`config.mk`:
```
export PLATFORM = sky130hd
export DESIGN_NAME = servo_pwm_channel
export DESIGN_NICKNAME = d
export VERILOG_FILES = /design/src/rtl/servo_pkg.sv /design/src/rtl/servo_slew_limiter.sv /design/src/rtl/servo_pwm_channel.sv
export SDC_FILE = /design/constraint.sdc
export NUM_CORES = 1
export LEC_CHECK = 0
export ABC_AREA = 1
export BUFFER_PORTS_ARGS = -buffer_cell sky130_fd_sc_hd__buf_2
export CORE_MARGIN = 2
export CORE_UTILIZATION = 55
export CTS_CLUSTER_DIAMETER = 50
export DETAILED_ROUTE_END_ITERATION = 8
export PLACE_DENSITY = 0.74
export SYNTH_ARGS = -nofsm -noshare
export SYNTH_HDL_FRONTEND = slang
export SYNTH_HIERARCHICAL = 1
export SYNTH_SLANG_ARGS = --single-unit
```
`constraint.sdc`:
```
create_clock -name clk_i -period 12.2 [get_ports clk_i]
set_clock_uncertainty 0.15 [all_clocks]
set_input_delay 2.44 -clock clk_i [delete_from_list [all_inputs] [get_ports clk_i]]
set_output_delay 2.44 -clock clk_i [all_outputs]
set_load 0.01 [all_outputs]
```
`src/rtl/servo_pkg.sv`:
```
`timescale 1ns/1ps
`default_nettype none
// +----------------------------------------------------------------------+
// | Module   : servo_pkg                                                  |
// | Purpose  : Shared control-byte layout and constants for servo PWM.    |
// | Revision : 1.0 - initial release                                      |
// +----------------------------------------------------------------------+
package servo_pkg;

    localparam int POS_W         = 8;
    localparam int SLEW_W        = 4;
    localparam int CTRL_EN       = 0;
    localparam int CTRL_INV      = 1;
    localparam int CTRL_SLEW_LSB = 4;

    localparam logic [POS_W-1:0] c_pos_center = 8'h80;

    typedef struct packed {
        logic [SLEW_W-1:0] slew;
        logic [1:0]        rsvd;
        logic              inv;
        logic              en;
    } servo_ctrl_t;

endpackage : servo_pkg
`default_nettype wire

```
`src/rtl/servo_slew_limiter.sv`:
```
`timescale 1ns/1ps
`default_nettype none
// +----------------------------------------------------------------------+
// | Module   : servo_slew_limiter                                         |
// | Purpose  : One slew-limited step of the position toward the target,  |
// |            plus the pulse width for the stepped position.            |
// | Revision : 1.0 - initial release                                      |
// +----------------------------------------------------------------------+
module servo_slew_limiter
    import servo_pkg::*;
#(
    parameter int MIN_TICKS  = 1000,
    parameter int STEP_TICKS = 4,
    parameter int WIDTH_W    = 15
) (
    input  logic [POS_W-1:0]   cur_pos_i,
    input  logic [POS_W-1:0]   target_i,
    input  logic [SLEW_W-1:0]  slew_i,
    output logic [POS_W-1:0]   next_pos_o,
    output logic [WIDTH_W-1:0] width_o
);

    logic             w_up;
    logic [POS_W-1:0] w_dist;
    logic [POS_W-1:0] w_step;

    assign w_up   = (target_i > cur_pos_i);
    assign w_dist = w_up ? (target_i - cur_pos_i) : (cur_pos_i - target_i);
    assign w_step = {{(POS_W-SLEW_W){1'b0}}, slew_i};

    // Landing exactly on the target whenever it is within one step avoids overshoot.
    always_comb begin
        next_pos_o = target_i;
        if ((slew_i != '0) && (w_dist > w_step)) begin
            next_pos_o = w_up ? (cur_pos_i + w_step) : (cur_pos_i - w_step);
        end
    end

    assign width_o = WIDTH_W'(MIN_TICKS) + WIDTH_W'(next_pos_o) * WIDTH_W'(STEP_TICKS);

endmodule : servo_slew_limiter
`default_nettype wire

```
`src/rtl/servo_pwm_channel.sv`:
```
`timescale 1ns/1ps
`default_nettype none
// +----------------------------------------------------------------------+
// | Module   : servo_pwm_channel                                          |
// | Purpose  : Frame-synchronous servo pulse with enable, invert, slew    |
// |            limiting; optional write watchdog via SERVO_FAILSAFE_EN.  |
// | Revision : 1.0 - initial release                                      |
// +----------------------------------------------------------------------+
module servo_pwm_channel
    import servo_pkg::*;
#(
    parameter int PERIOD_TICKS    = 20000,
    parameter int MIN_TICKS       = 1000,
    parameter int STEP_TICKS      = 4,
    parameter int FAILSAFE_FRAMES = 50
) (
    input  logic             clk_i,
    input  logic             rst_ni,
    input  logic [POS_W-1:0] pos_i,
    input  logic [7:0]       ctrl_i,
    input  logic             wr_stb_i,
    output logic             pwm_o,
    output logic             frame_o,
    output logic [POS_W-1:0] cur_pos_o,
    output logic             failsafe_o
);

    localparam int CNT_W = $clog2(PERIOD_TICKS);
    localparam logic [CNT_W-1:0] c_cnt_last = CNT_W'(PERIOD_TICKS - 1);

    if (MIN_TICKS + 255 * STEP_TICKS >= PERIOD_TICKS) begin : g_param_check
        $error("servo_pwm_channel: widest pulse does not fit in PERIOD_TICKS");
    end

    servo_ctrl_t      w_ctrl;
    logic             w_boundary;
    logic [POS_W-1:0] w_next_pos;
    logic [CNT_W-1:0] w_next_width;
    logic             w_fs_block;
    logic             w_en_next;
    logic             w_en_eff;
    logic             w_inv_eff;
    logic [CNT_W-1:0] w_width_eff;
    logic             w_active;
    logic             w_pwm_next;

    logic [CNT_W-1:0] r_cnt;
    logic [POS_W-1:0] r_cur_pos;
    logic [CNT_W-1:0] r_width;
    logic             r_en;
    logic             r_inv;
    logic             r_first;
    logic             r_pwm;
    logic             r_frame;

    assign w_ctrl     = servo_ctrl_t'(ctrl_i);
    assign w_boundary = (r_cnt == '0);

    servo_slew_limiter #(
        .MIN_TICKS  (MIN_TICKS),
        .STEP_TICKS (STEP_TICKS),
        .WIDTH_W    (CNT_W)
    ) u_slew (
        .cur_pos_i  (r_cur_pos),
        .target_i   (pos_i),
        .slew_i     (w_ctrl.slew),
        .next_pos_o (w_next_pos),
        .width_o    (w_next_width)
    );

`ifdef SERVO_FAILSAFE_EN
    localparam int FS_W = $clog2(FAILSAFE_FRAMES + 1);
    localparam logic [FS_W-1:0] c_fs_max  = FS_W'(FAILSAFE_FRAMES);
    localparam logic [FS_W-1:0] c_fs_trip = FS_W'(FAILSAFE_FRAMES - 1);

    logic [FS_W-1:0] r_frames;
    logic            r_failsafe;
    logic            w_trip;
    logic [1:0]      w_unused_rsvd;

    assign w_unused_rsvd = w_ctrl.rsvd;
    assign w_trip        = w_boundary & (r_frames == c_fs_trip);
    // A write landing on the boundary cycle wins over the watchdog.
    assign w_fs_block    = ~wr_stb_i & (r_failsafe | w_trip);

    always_ff @(posedge clk_i or negedge rst_ni) begin
        if (!rst_ni) begin
            r_frames   <= '0;
            r_failsafe <= 1'b0;
        end else if (wr_stb_i) begin
            r_frames   <= '0;
            r_failsafe <= 1'b0;
        end else if (w_boundary) begin
            if (r_frames != c_fs_max) begin
                r_frames <= r_frames + 1'b1;
            end
            if (w_trip) begin
                r_failsafe <= 1'b1;
            end
        end
    end

    assign failsafe_o = r_failsafe;
`else
    logic w_unused_inputs;

    assign w_unused_inputs = ^{wr_stb_i, w_ctrl.rsvd};
    assign w_fs_block      = 1'b0;
    assign failsafe_o      = 1'b0;
`endif

    // Frame 0 after reset release always runs disabled.
    assign w_en_next   = w_ctrl.en & ~r_first & ~w_fs_block;

    // On the boundary cycle the freshly latched values already govern the output.
    assign w_en_eff    = w_boundary ? w_en_next    : r_en;
    assign w_inv_eff   = w_boundary ? w_ctrl.inv   : r_inv;
    assign w_width_eff = w_boundary ? w_next_width : r_width;
    assign w_active    = (r_cnt < w_width_eff);
    assign w_pwm_next  = w_en_eff ? (w_active ^ w_inv_eff) : w_inv_eff;

    always_ff @(posedge clk_i or negedge rst_ni) begin
        if (!rst_ni) begin
            r_cnt     <= '0;
            r_cur_pos <= c_pos_center;
            r_width   <= '0;
            r_en      <= 1'b0;
            r_inv     <= 1'b0;
            r_first   <= 1'b1;
            r_pwm     <= 1'b0;
            r_frame   <= 1'b0;
        end else begin
            r_cnt   <= (r_cnt == c_cnt_last) ? '0 : r_cnt + 1'b1;
            r_first <= 1'b0;
            r_frame <= w_boundary;
            r_pwm   <= w_pwm_next;
            if (w_boundary) begin
                r_cur_pos <= w_next_pos;
                r_width   <= w_next_width;
                r_en      <= w_en_next;
                r_inv     <= w_ctrl.inv;
            end
        end
    end

    assign pwm_o     = r_pwm;
    assign frame_o   = r_frame;
    assign cur_pos_o = r_cur_pos;

endmodule : servo_pwm_channel
`default_nettype wire

```
==> impl_metrics.ini <==
[routing]
vias_per_cell = 4.92
num_vias = 3441
first_pass_iters = 4
wirelength_um = 8290
drcViolationCount = 0
detail_route.wl_per_cell_um = 11.9
drtAntennaViolNets = 0
drt-initial-drc-count = 242

[worst_setup_path]
start_kind = input port
cpMaxStageDelayCell = o21ai_0
crit_arrival_ns = 7.66
worstPathMaxFanout = 13
rr_worst_depth = 34
max_stage_delay_ns = 0.58
r2r_start = cur_pos_o[1]
cp_common_cell = nand2_1
critPathRequiredTime_ns = 12.24
reg2reg_setup_slack_ns = 6.38
regToRegEndpoint = pwm_o
worst-setup-path-type = input port to register
setup.worst_path.end_class = register

[floorplanning]
initial_core_util = 0.560
rows = 31
fp.coreArea_sq_mm = 0.00714
die_w_um = 89.3
io_pins = 30
die-area_sq_mm = 0.00797
die_h_um = 89.3

[sta]
final.period_utilization = 0.625
hold_viol = 0
finalSetupTns_ns = 0
fin_crit_ns = 7.62
worstMarginPinSlew_ns = 0.952
setup_violations = 0
rsz0062_at_grt = false
drv_slew = 0
fmax_mhz = 131
slew_headroom = 0.366

[layout]
nNetsFinal = 666
fillers = 698
final_cell_area_sq_mm = 0.00425
antenna_cells = 0
syn2layout_area_growth_pct = 6.26
final_layout_size_suffix_gt1_frac = 0.145

[yosys]
yosysSeqAreaShare = 0.270
syn_area_sq_mm = 0.00400
synth_cell_types = 37
ys_ff_latch = 43
syn_area_per_cell_sq_um = 6.94
yosysWarnings = 6
synthCells = 576

[placed_design]
io_buffers = 25
hpwl_um = 6650
gp_congestion = 0.883
placed_area_sq_mm = 0.00417

[cts]
h-tree-depth = 2
cts_tree = done
cts_setup_buffers = 0
cts.sinks = 43
clk_latency_ns = 0.29
cts-root-buf = clkbuf_8
cts.repair.resized = 0
hold_buffers = 0
clk_pin_slew_ns = 0.08
numCtsBuffers = 5
clock_path_buffers = 2

[job]
cap_viol_max_count = 0

[power_and_ir_drop]
p_leak_uw = 0.00241
power.density_mw_per_mm2 = 114
ir_worst_vdd_uv = 62.4

[grt]
grtUsageTotal = 0.223
grt_pass1_vias = 3226
antenna_found_initial = 0
grt-ovfl-total = 0
grt_pass1_wl_um = 14200
grt_max_degree = 44

[hold_path]
hold_start = r_en
holdPathEnd = r_en
min_delay_path_depth = 2
hold_path.class = register to register

[run_status]
run_status = complete, no violations
## cell families (layout without fill, tap and decap cells)
kind of cell	Yosys count	after routing	synth area share
AOI/OAI and AO/OA	46	46	0.0635
xor gates and xnor gates	15	15	0.0328
adders and majority gates	48	48	0.156
buffers and inverters	111	129	0.117
DFF	43	43	0.270
other	2	8	0.00188
and+or+nand+nor	311	311	0.359
## cell usage in the layout, fill, tap and decap left out
cell and n:
nor3_2 4, and2_1 1, a21oi_2 3, nor4_1 4, inv_1 87, nor3b_1 1, o21ai_2 2, nand3_2 1
nor2_8 1, nor2_1 34, ha_1 45, nand3_4 1, nand3_1 31, conb_1 8, nand3b_1 3, inv_2 8
xnor2_1 7, dfstp_2 2, nand4_1 7, clkbuf_8 5, a211oi_1 2, nand2_1 186, o21ai_1 1, buf_2 25
nand2_4 7, nor2_2 8, o21ai_0 14, nand2_2 15, dfrtp_1 41, nor3_1 6, clkinv_2 3, fa_1 3
a21oi_1 24, xor2_1 8, nor2_4 1, inv_4 1
## flip-flops by register name, indices dropped and copies added (netlist names)
register,count
cur_pos_o,8
frame_o,1
pwm_o,1
r_cnt,15
r_en,1
r_first,1
r_inv,1
r_width,15
## synth_stat cells
master | instances | share of area
nand2_1 | 186 | 0.17
inv_1 | 87 | 0.082
ha_1 | 45 | 0.14
dfrtp_1 | 41 | 0.26
nor2_1 | 34 | 0.032
nand3_1 | 31 | 0.039
a21oi_1 | 24 | 0.030
nand2_2 | 15 | 0.023
o21ai_0 | 14 | 0.018
buf_4 | 10 | 0.019
inv_2 | 8 | 0.0075
nor2_2 | 8 | 0.013
xor2_1 | 8 | 0.018
nand2_4 | 7 | 0.020
nand4_1 | 7 | 0.011
xnor2_1 | 7 | 0.015
nor3_1 | 6 | 0.0075
nor3_2 | 4 | 0.010
nor4_1 | 4 | 0.0063
a21oi_2 | 3 | 0.0066
buf_2 | 3 | 0.0038
fa_1 | 3 | 0.015
nand3b_1 | 3 | 0.0056
a211oi_1 | 2 | 0.0038
conb_1 | 2 | 0.0019
dfstp_2 | 2 | 0.013
o21ai_2 | 2 | 0.0044
and2_1 | 1 | 0.0016
buf_6 | 1 | 0.0028
clkbuf_1 | 1 | 0.00094
inv_4 | 1 | 0.0016
nand3_2 | 1 | 0.0025
nand3_4 | 1 | 0.0044
nor2_4 | 1 | 0.0028
nor2_8 | 1 | 0.0050
nor3b_1 | 1 | 0.0019
o21ai_1 | 1 | 0.0012
## metal layers
layer,GRT usage,up-vias,part of all wire
met4,0.0407,0,0.0064
met5,0,-,0
met1,0.329,1553,0.52
li1,-,1821,-
met2,0.357,61,0.44
met3,0.0249,6,0.034
## worst max-delay path, delay by kind of cell
family                   cells  cell delay (ns)
AND/OR/NAND/NOR             20             1.93
buffers and inverters        6             0.53
XOR/XNOR                     2             0.38
AO/OA/AOI/OAI                4             1.06
adder cells (fa/ha/maj)      5             1.30
## final cells by class
cell class / instances / area (sq um) / share of cell area
Timing Repair Buffer: 25 / 125 / 0.0294
Clock inverter: 3 / 15.0 / 0.00353
Sequential cell: 43 / 1080 / 0.254
Tap cell: 99 / 124 / 0.0291
Multi-Input combinational cell: 428 / 2480 / 0.583
Inverter: 96 / 363 / 0.0854
Clock buffer: 5 / 68.8 / 0.0162
## metrics by stage
stage | util | hold slack (ns) | total power, uW | instances | worst slack, ns
after floorplan | - | 0.293 | 352 | 582 | 5.38
after global placement | 0.584 | 0.306 | 388 | 691 | 4.58
after detailed placement | 0.584 | 0.309 | 396 | 691 | 4.38
after CTS | 0.596 | 0.330 | 485 | 699 | 4.67
after global routing | 0.596 | 0.347 | 524 | 699 | 4.11
final | 0.596 | 0.327 | 484 | 699 | 4.58
## worst max-delay path by stage
stage,startpoint,slack [ns],to,cells past startpoint
2_1_floorplan,pos_i[0],5.38,pwm_o,37
3_3_place_gp,pos_i[0],4.58,pwm_o,37
3_5_place_dp,pos_i[0],4.38,pwm_o,37
4_1_cts,pos_i[0],4.67,pwm_o,37
5_1_grt,pos_i[0],4.11,pwm_o,37
6_report,pos_i[0],4.58,pwm_o,37
## where the power goes
part / switching [uW] / internal (uW) / leakage [uW]
clock network: 47.7 / 39.2 / 0.0000477
logic: 154 / 86.2 / 0.00185
registers: 5.98 / 151 / 0.000509
Note: power is estimated with default switching activity, not from simulation.
